File: config.mk
export PLATFORM = sky130hd
export DESIGN_NAME = episode_sequencer
export DESIGN_NICKNAME = d
export VERILOG_FILES = /design/src/rtl/maze_pkg.sv /design/src/rtl/zone_tracker.sv /design/src/rtl/episode_sequencer.sv
export SDC_FILE = /design/constraint.sdc
export NUM_CORES = 1
export LEC_CHECK = 0
export BUFFER_PORTS_ARGS = -buffer_cell sky130_fd_sc_hd__buf_2
export CORE_MARGIN = 2
export CORE_UTILIZATION = 35
export DETAILED_ROUTE_END_ITERATION = 8
export MAX_ROUTING_LAYER = met4
export RECOVER_POWER = 25
export REMOVE_ABC_BUFFERS = 1
export SLEW_MARGIN = 20
export SYNTH_ARGS = -nofsm -noshare
export SYNTH_HDL_FRONTEND = slang
export SYNTH_SLANG_ARGS = --single-unit
File: constraint.sdc
create_clock -name clk -period 3.3 [get_ports clk]
set_input_delay 0.165 -clock clk [delete_from_list [all_inputs] [get_ports clk]]
set_output_delay 0.165 -clock clk [all_outputs]
set_load 0.01 [all_outputs]
File: src/rtl/maze_pkg.sv
// maze_pkg: shared types and constants for the episode sequencer
package maze_pkg;
    typedef enum logic [1:0] {IDLE, RUN, REPORT} state_t;
    localparam logic [1:0] RES_NONE = 2'b00;
    localparam logic [1:0] RES_OBJ = 2'b01;
    localparam logic [1:0] RES_TRAP = 2'b10;
    localparam logic [1:0] RES_TIMEOUT = 2'b11;
    typedef enum logic [1:0] {
        RC_NONE = RES_NONE,
        RC_OBJ = RES_OBJ,
        RC_TRAP = RES_TRAP,
        RC_TIMEOUT = RES_TIMEOUT
    } res_code_t;
    localparam logic [2:0] PROG_OBJECTIVE = 3'd5;
    localparam logic [2:0] PROG_TRAP = 3'd6;
    localparam int STEP_W = 8;
    localparam int CNT_W = 16;
endpackage

File: src/rtl/zone_tracker.sv
// zone_tracker: zone-progress automaton, advancing one zone per enabled step
module zone_tracker
    import maze_pkg::*;
(
    input  logic       clk,
    input  logic       rst_n,
    input  logic       clear,
    input  logic       en,
    input  logic [5:0] zone,
    output logic [2:0] progress,
    output logic [2:0] next_progress
);
    // Forward rules beat the trap rule, so zone6 only traps when no advance applies
    assign next_progress = !en ? progress :
                           zone[0] && progress == 3'd0 ? 3'd1 :
                           zone[1] && progress == 3'd1 ? 3'd2 :
                           zone[2] && progress == 3'd2 ? 3'd3 :
                           zone[3] && progress == 3'd3 ? 3'd4 :
                           zone[4] && progress == 3'd4 ? PROG_OBJECTIVE :
                           progress == PROG_TRAP || zone[5] ? PROG_TRAP : progress;
    always_ff @(posedge clk or negedge rst_n)
        if (!rst_n) progress <= '0;
        else if (clear) progress <= '0;
        else progress <= next_progress;
endmodule

File: src/rtl/episode_sequencer.sv
// episode_sequencer: runs agent episodes and reports results; EPISODE_SEQ_STATS_EN adds success/trap counters
module episode_sequencer
    import maze_pkg::*;
(
    input  logic              clk,
    input  logic              rst_n,
    input  logic              ep_start,
    input  logic [STEP_W-1:0] max_steps,
    input  logic              step_valid,
    input  logic [5:0]        zone,
    output logic              ep_busy,
    output logic [2:0]        progress,
    output logic              objective,
    output logic              error,
    output logic              res_valid,
    input  logic              res_ready,
    output logic [1:0]        res_code,
    output logic [STEP_W-1:0] res_steps,
`ifdef EPISODE_SEQ_STATS_EN
    output logic [CNT_W-1:0]  succ_count,
    output logic [CNT_W-1:0]  trap_count,
`endif
    output logic [CNT_W-1:0]  ep_count
);
    state_t state, state_nxt;
    logic [2:0] progress_nxt;
    logic [STEP_W-1:0] steps, steps_nxt, budget;
    logic [1:0] term_code;
    logic accept, start, step_en;

    assign accept = state == REPORT && res_ready;
    assign start = ep_start && (state == IDLE || accept);
    assign step_en = state == RUN && step_valid;
    assign steps_nxt = &steps ? steps : steps + 1'b1;
    assign term_code = progress_nxt == PROG_OBJECTIVE ? RES_OBJ :
                       progress_nxt == PROG_TRAP ? RES_TRAP :
                       budget != '0 && steps_nxt == budget ? RES_TIMEOUT : RES_NONE;

    zone_tracker u_zone_tracker (
        .clk          (clk),
        .rst_n        (rst_n),
        .clear        (start),
        .en           (step_en),
        .zone         (zone),
        .progress     (progress),
        .next_progress(progress_nxt)
    );

    always_ff @(posedge clk or negedge rst_n)
        if (!rst_n) state <= IDLE;
        else state <= state_nxt;

    always_comb begin
        state_nxt = state;
        case (state)
            IDLE:    if (ep_start) state_nxt = RUN;
            RUN:     if (step_valid && term_code != RES_NONE) state_nxt = REPORT;
            REPORT:  if (res_ready) begin
                         if (ep_start) state_nxt = RUN;
                         else state_nxt = IDLE;
                     end
            default: state_nxt = IDLE;
        endcase
    end

    always_comb begin
        ep_busy = state != IDLE;
        res_valid = state == REPORT;
        objective = progress == PROG_OBJECTIVE;
        error = progress == PROG_TRAP;
    end

    // Result registers are only loaded on termination and cleared on acceptance
    always_ff @(posedge clk or negedge rst_n)
        if (!rst_n) begin
            budget <= '0;
            steps <= '0;
            res_code <= RES_NONE;
            res_steps <= '0;
        end else if (start) begin
            budget <= max_steps;
            steps <= '0;
            res_code <= RES_NONE;
            res_steps <= '0;
        end else if (step_en) begin
            steps <= steps_nxt;
            if (term_code != RES_NONE) begin
                res_code <= term_code;
                res_steps <= steps_nxt;
            end
        end else if (accept) begin
            res_code <= RES_NONE;
            res_steps <= '0;
        end

    always_ff @(posedge clk or negedge rst_n)
        if (!rst_n) ep_count <= '0;
        else if (accept && !(&ep_count)) ep_count <= ep_count + 1'b1;

`ifdef EPISODE_SEQ_STATS_EN
    always_ff @(posedge clk or negedge rst_n)
        if (!rst_n) begin
            succ_count <= '0;
            trap_count <= '0;
        end else if (accept) begin
            if (res_code == RES_OBJ && !(&succ_count)) succ_count <= succ_count + 1'b1;
            if (res_code == RES_TRAP && !(&trap_count)) trap_count <= trap_count + 1'b1;
        end
`endif
endmodule

# Word level (Yosys, flattened, before mapping)
# Index checks and enable logic that the tools add are counted.
# Widths: inputs -> output; s select.
[totals]
register_bits = 47
[op_classes]
eq_ne = 15
n_addsub = 2
n_reduce_logical = 25
muxes = 27
[ops]
columns = ["op", "count"]
rows = [
  ["$mux 8", 7],
  ["$mux 3", 8],
  ["$mux 2", 10],
  ["$add 16x1->16 const B", 1],
  ["$reduce_and 16->1", 1],
  ["$eq 3x3->1 const B", 5],
  ["$logic_and 1x1->1", 11],
  ["$add 8x1->8 const B", 1],
  ["$eq 8x8->1", 1],
  ["$reduce_and 8->1", 1],
  ["$reduce_bool 8->1", 1],
  ["$eq 3x2->1 const B", 2],
  ["$pmux 2 s3", 1],
  ["$reduce_bool 2->1", 3],
  ["$ne 2x1->1 const B", 2],
  ["$eq 3x1->1 const B", 1],
  ["$logic_not 3->1", 1],
  ["$ne 3x3->1 const B", 1],
  ["$reduce_and 3->1", 1],
  ["$reduce_bool 3->1", 1],
  ["$eq 2x1->1 const B", 1],
  ["$eq 2x2->1 const B", 1],
  ["$logic_not 2->1", 1],
  ["$logic_or 1x1->1", 2],
  ["other kinds (4)", 4],
]

# Logic depth before layout (Yosys ltp)
[depth]
word_depth = 16
ltp_mapped = 9
mapped_depth_nobuf = 8

# By module
# A second synthesis with hierarchy kept.
[unflattened]
cells_unflattened = 267
area_unflattened_um2 = 2717.6
[by_module_without_submodules]
columns = ["module", "cells_each", "seq_area_each_um2", "area_per_inst_um2", "instances"]
rows = [
  ["episode_sequencer", 233, 1101.1, 2396.0, 1],
  ["zone_tracker", 34, 75.1, 321.6, 1],
]

# Worst setup path before layout
# No wires, ideal clock.
[synth_path]
path_kind = "reg-to-reg"
startpoint = "reg steps[1]"
endpoint = "reg res_steps[5]"
required_ps = 3180
arrival_ps = 2523
setup_time_ps = 120
n_path_buf = 0
path_stages_with_launch = 9
slack_ps = 657
synth_period_minus_slack_ps = 2643
cell_sequence = "dfrtp_1 > ha_1 > nand4_4 > or3_4 > a2111oi_2 > o211ai_2 > nor4_4 > o21ai_4 > a31o_1"
[synth_via]
elab_chain_len = 10
[synth_lines]
columns = ["element", "line_no", "source"]
rows = [
  ["start, declared", "episode_sequencer.sv:27", "logic [STEP_W-1:0] steps, steps_nxt, budget;"],
  ["start signal, assigned", "episode_sequencer.sv:86", "steps <= steps_nxt;"],
  ["$add 8x1->8 or $reduce_and 8->1 (tied branches)", "episode_sequencer.sv:34", "assign steps_nxt = &steps ? steps : steps + 1'b1;"],
  ["$mux 8 *", "episode_sequencer.sv:34", ""],
  ["$eq 8x8->1", "episode_sequencer.sv:37", "budget != '0 && steps_nxt == budget ? RES_TIMEOUT : RES_NONE;"],
  ["$logic_and 1x1->1", "episode_sequencer.sv:37", ""],
  ["$mux 2", "episode_sequencer.sv:37", ""],
  ["$mux 2", "episode_sequencer.sv:36", "progress_nxt == PROG_TRAP ? RES_TRAP :"],
  ["$mux 2", "episode_sequencer.sv:35", "assign term_code = progress_nxt == PROG_OBJECTIVE ? RES_OBJ :"],
  ["$reduce_bool 2->1", "episode_sequencer.sv:87", "if (term_code != RES_NONE) begin"],
  ["$ne 3x3->1 (no line)", "-", ""],
  ["$reduce_and 2->1 (no line)", "-", ""],
  ["end signal, assigned", "episode_sequencer.sv:89", "res_steps <= steps_nxt;"],
  ["end, declared", "episode_sequencer.sv:18", "output logic [STEP_W-1:0] res_steps,"],
]
# Mark *: on every way between the ends. The rest lies on a longest branch, timed or not. The select of a mux whose other input is x is not followed.
# A chain may end at the register's enable or synchronous reset.

# Worst setup path in the final report
# Ends and elaborated chain as after synthesis.

==> impl.org <==
** Critical path
- Setup slack on the worst reg-to-reg path comes out at 0.41 ns.
- The startpoint identified for the worst register-to-register timing path is steps[1].
- Arrival time reported for the critical path endpoint :: 3.09 ns
- Startpoint class of the critical path :: flip-flop
- The most critical setup path has its endpoint at res_steps[5].
- Critical path capture point type :: flip-flop
- The worst setup path is of the reg2reg kind.
- Worst path required time :: 3.50 ns
- Critical register-to-register path endpoint :: res_steps[5]
- In this run the worst path has a maximum fanout of 9.
- Tracing the worst setup path back leads to its startpoint at steps[1].
- Cell depth of the worst flop-to-flop path :: 8

** Logic synthesis
- Number of instances in the synthesized netlist :: 268
- Summed over its instances, the top area cell type makes up 43.88% of the synthesized netlist area.
- Top-count cell post-synth :: sky130_fd_sc_hd__dfrtp_1
- Post-synthesis sequential element count :: 47
- The largest total area in the synthesized netlist belongs to sky130_fd_sc_hd__dfrtp_1.
- Synth async-reset ratio :: 100.0%
- Summing every instance area after synthesis gives 2680 um2.
- For this run, the number of Yosys warnings is 0.
- In this run, distinct cell masters in the synthesized netlist total 62.
- Share of synthesized area occupied by flip-flops and latches :: between 40% and 50%
- The commonest cells after synthesis are sky130_fd_sc_hd__dfrtp_1 (47), sky130_fd_sc_hd__nand2_1 (31), sky130_fd_sc_hd__nor2_1 (16).
- Leading post-synthesis cells by cell area :: sky130_fd_sc_hd__dfrtp_1 (44%), sky130_fd_sc_hd__nand2_1 (4.3%), sky130_fd_sc_hd__xnor2_1 (3.9%)
- Each instance of the synthesized netlist takes up on average 10.00 um2.
- Post-synth EDFFs :: 0
- Among all flip-flop cells after synthesis, the most frequent one is sky130_fd_sc_hd__dfrtp_1.

** Layout
- Share of final-layout standard cells stronger than drive strength 1 :: 26.18%
- Share of the core filled with cells in the final layout :: 42.28%
- The area growth from synthesis to layout is 15.64%.
- Total inserted antenna cells :: 0
- Finished Layout Cells :: approximately 420
- Number of nets in the layout :: 337

** Floorplan
- In this run the horizontal extent of the chip is 91.51 um.
- Measured along the y axis, the die boundary spans between 90 and 100 um.
- Effective utilization at floorplan :: a little over a third
- Full die area :: 8373 um2
- For this design the top-level I/O count stands at 52.
- Core Box Area :: 7331 um2
- Number of standard-cell rows in the floorplan :: 31

** Routing
- In the routed design, unresolved DRC markers number 0.
- Summing over every cut layer, the via total after detailed routing is 2236.
- Iter 0 DRT Violations :: 152
- Using the TritonRoute via totals, the vias-per-cell ratio works out to approximately 5.4.
- After detailed routing, the total wire length is 6110 um.
- Before antenna repair, the detailed router went through 4 iterations.
- Remaining antenna violation count :: 0
- Dividing the detail-routed wire length by the instance count gives 14.69 um.

** STA
- Setup slack on the critical path of the routed design comes to 0.4118 ns.
- Final critical path time including I/O delays and setup :: 2.888 ns
- Max-Slew Margin vs Limit :: about 24%
- Count of final hold-check violations :: 0
- Slew Limit Fails :: 0
- Setup repair after global routing left no endpoint under its margin.
- Final hold analysis gives a worst-case slack of just under 0.06 ns.
- Setup violations remaining at the end of the flow were counted as 0.
- Total Neg Setup Slack :: 0 ns
- For this run, the top clock speed supported by timing is 0.3462 GHz.
- Dividing the final minimum period by the clock period gives between 80% and 90%.
- For the pin with the worst max-slew slack, the measured transition is 1.139 ns.
- Clock Skew :: 0.006098 ns

** GRT
- Global routing consumed, over all layers together, 15.88% of the routing resources.
- Maximum number of pins on one net before global-route repair :: between 40 and 50
- The first global-routing pass estimated 10450 um of wire.
- The via count of the first global-routing pass came to 2090.
- Summed over all layers, the global routing overflow is 0.
- The number of antenna violations at the first check in global routing was 0.

** Clock network
- Clock tree from TritonCTS :: yes
- Clock latency reported for the late side of the worst-skew pair :: 0.30 ns
- CTS Buf Count :: 5
- After clock tree synthesis, the flow added hold-fix buffers numbering 0.
- TritonCTS Sinks :: 47
- The clock passes through at most 2 buffers.
- Once the clock tree was built, the setup fixing pass inserted 0 buffers.
- After clock tree synthesis, the clock-pin slew on the worst setup and hold paths is about 0.090 ns.
- In this run, post-CTS repair resized a total of 0 instances.
- The cell sitting at the root of the clock tree is a sky130_fd_sc_hd__clkbuf_8.
- The clock tree synthesis step divided the H-tree into 2 levels.

** Run
- Across the run, the number of max-cap violations was 0.

** Pwr
- Power per cell area :: 649.9 nW/um2
- Leakage power summed over all cells :: 1.473 nW
- IR Drop Worst-Case VDD :: 0.3040 mV

** Worst hold path
- The min-delay analysis places its worst path in the category in2reg.

** Placement
- In this run the tool buffered the top-level ports with 51 buffer cells.
- Final weighted congestion of routability-driven global placement :: 0.8687
- Detailed placer's ending HPWL :: around 4400 um
- OpenSTA, run right after detailed placement, puts the worst setup slack at 0.4226 ns.
- Counting tap cells, the placed design contains a total of between 400 and 500 instances.

** Status
- Status :: complete, no violations
## report_power, final
part / total (mW) / leakage (nW) / switching, mW / internal, mW
clock network: 0.375 / 0.0474 / 0.204 / 0.171
logic: 0.752 / 0.805 / 0.413 / 0.339
registers: 0.887 / 0.620 / 0.188 / 0.699
total: 2.01 / 1.47 / 0.805 / 1.21
## stage by stage
step                power (mW)  instance area (um2)
floorplan                1.397                 2599
global placement         1.643                 2990
detailed placement       1.650                 2990
CTS                      2.036                 3089
global route             2.164                 3099
finish                   2.014                 3099
## kinds of logic (layout without fill, tap and decap cells)
kind of cell | Yosys count | after routing | share of synthesized area, %
adder cells (fa/ha/maj) | 2 | 2 | 0.9336
XOR/XNOR | 18 | 18 | 5.882
flip-flops | 47 | 47 | 43.88
buffers and inverters | 18 | 67 | 3.875
multiplexers | 18 | 18 | 7.096
AO/OA/AOI/OAI | 58 | 58 | 15.45
AND/OR/NAND/NOR | 107 | 107 | 22.88
## routing by layer
layer / global-route usage (%) / vias to the layer above / wire length [um]
met2: 23.41 / 72 / 2749
met3: 2.656 / 8 / 336
met5: - / - / 0
met1: 22.51 / 1078 / 2951
li1: - / 1078 / -
met4: 4.545 / 0 / 73
## how the worst min path moves through the flow
stage	depth (start not counted)	endpoint	startpoint	slack, ns
floorplan	0	budget[0]	rst_n	-0.13
finish	3	budget[5]	max_steps[5]	0.06
detailed placement	3	budget[5]	max_steps[5]	0.37
CTS	3	budget[5]	max_steps[5]	0.05
global route	2	budget[6]	max_steps[6]	0.09
global placement	3	budget[5]	max_steps[5]	0.37
## registers in the layout (all words and copies together) (netlist names)
register and count:
u_zone_tracker.progress 3, budget 8, ep_count 16, res_steps 8, steps 8, state 2, res_code 2
## cell type report
class | count | area [um2]
Timing Repair Buffer | 53 | 272.8
Fill cell | 736 | 4232
Clock buffer | 6 | 82.58
Sequential cell | 47 | 1176
Clock inverter | 2 | 16.27
Inverter | 6 | 22.52
Multi-Input combinational cell | 203 | 1405
Tap cell | 99 | 123.9
## cell usage in the layout, fill, tap and decap left out, types with 2 or more instances in the layout
master / n
sky130_fd_sc_hd__buf_2: 50
sky130_fd_sc_hd__dfrtp_1: 47
sky130_fd_sc_hd__nand2_1: 31
sky130_fd_sc_hd__nor2_1: 16
sky130_fd_sc_hd__o21ai_0: 15
sky130_fd_sc_hd__a21oi_1: 12
sky130_fd_sc_hd__xnor2_1: 12
sky130_fd_sc_hd__mux2i_1: 10
sky130_fd_sc_hd__nor3_1: 8
sky130_fd_sc_hd__mux2_2: 8
sky130_fd_sc_hd__inv_1: 6
sky130_fd_sc_hd__and4_1: 6
sky130_fd_sc_hd__nand3_1: 6
sky130_fd_sc_hd__xor2_1: 6
sky130_fd_sc_hd__clkbuf_8: 6
sky130_fd_sc_hd__nand4_1: 5
sky130_fd_sc_hd__and3_1: 5
sky130_fd_sc_hd__o211ai_1: 4
sky130_fd_sc_hd__nor4_1: 4
sky130_fd_sc_hd__nand2b_1: 3
sky130_fd_sc_hd__or2_2: 3
sky130_fd_sc_hd__nor2b_1: 3
sky130_fd_sc_hd__a21o_1: 3
sky130_fd_sc_hd__and2_1: 3
sky130_fd_sc_hd__o21a_1: 2
sky130_fd_sc_hd__o2111ai_1: 2
sky130_fd_sc_hd__a221oi_1: 2
sky130_fd_sc_hd__ha_1: 2
## worst max-delay path, cell delays in order, from the launching register on
cell	delay, ns
sky130_fd_sc_hd__dfrtp_1	0.46
sky130_fd_sc_hd__ha_1	0.37
sky130_fd_sc_hd__nand4_4	0.17
sky130_fd_sc_hd__or3_4	0.37
sky130_fd_sc_hd__a2111oi_2	0.39
sky130_fd_sc_hd__o211ai_2	0.15
sky130_fd_sc_hd__nor4_4	0.43
sky130_fd_sc_hd__o21ai_4	0.19
sky130_fd_sc_hd__a31o_1	0.25
Power figures use the tool's default switching activity.
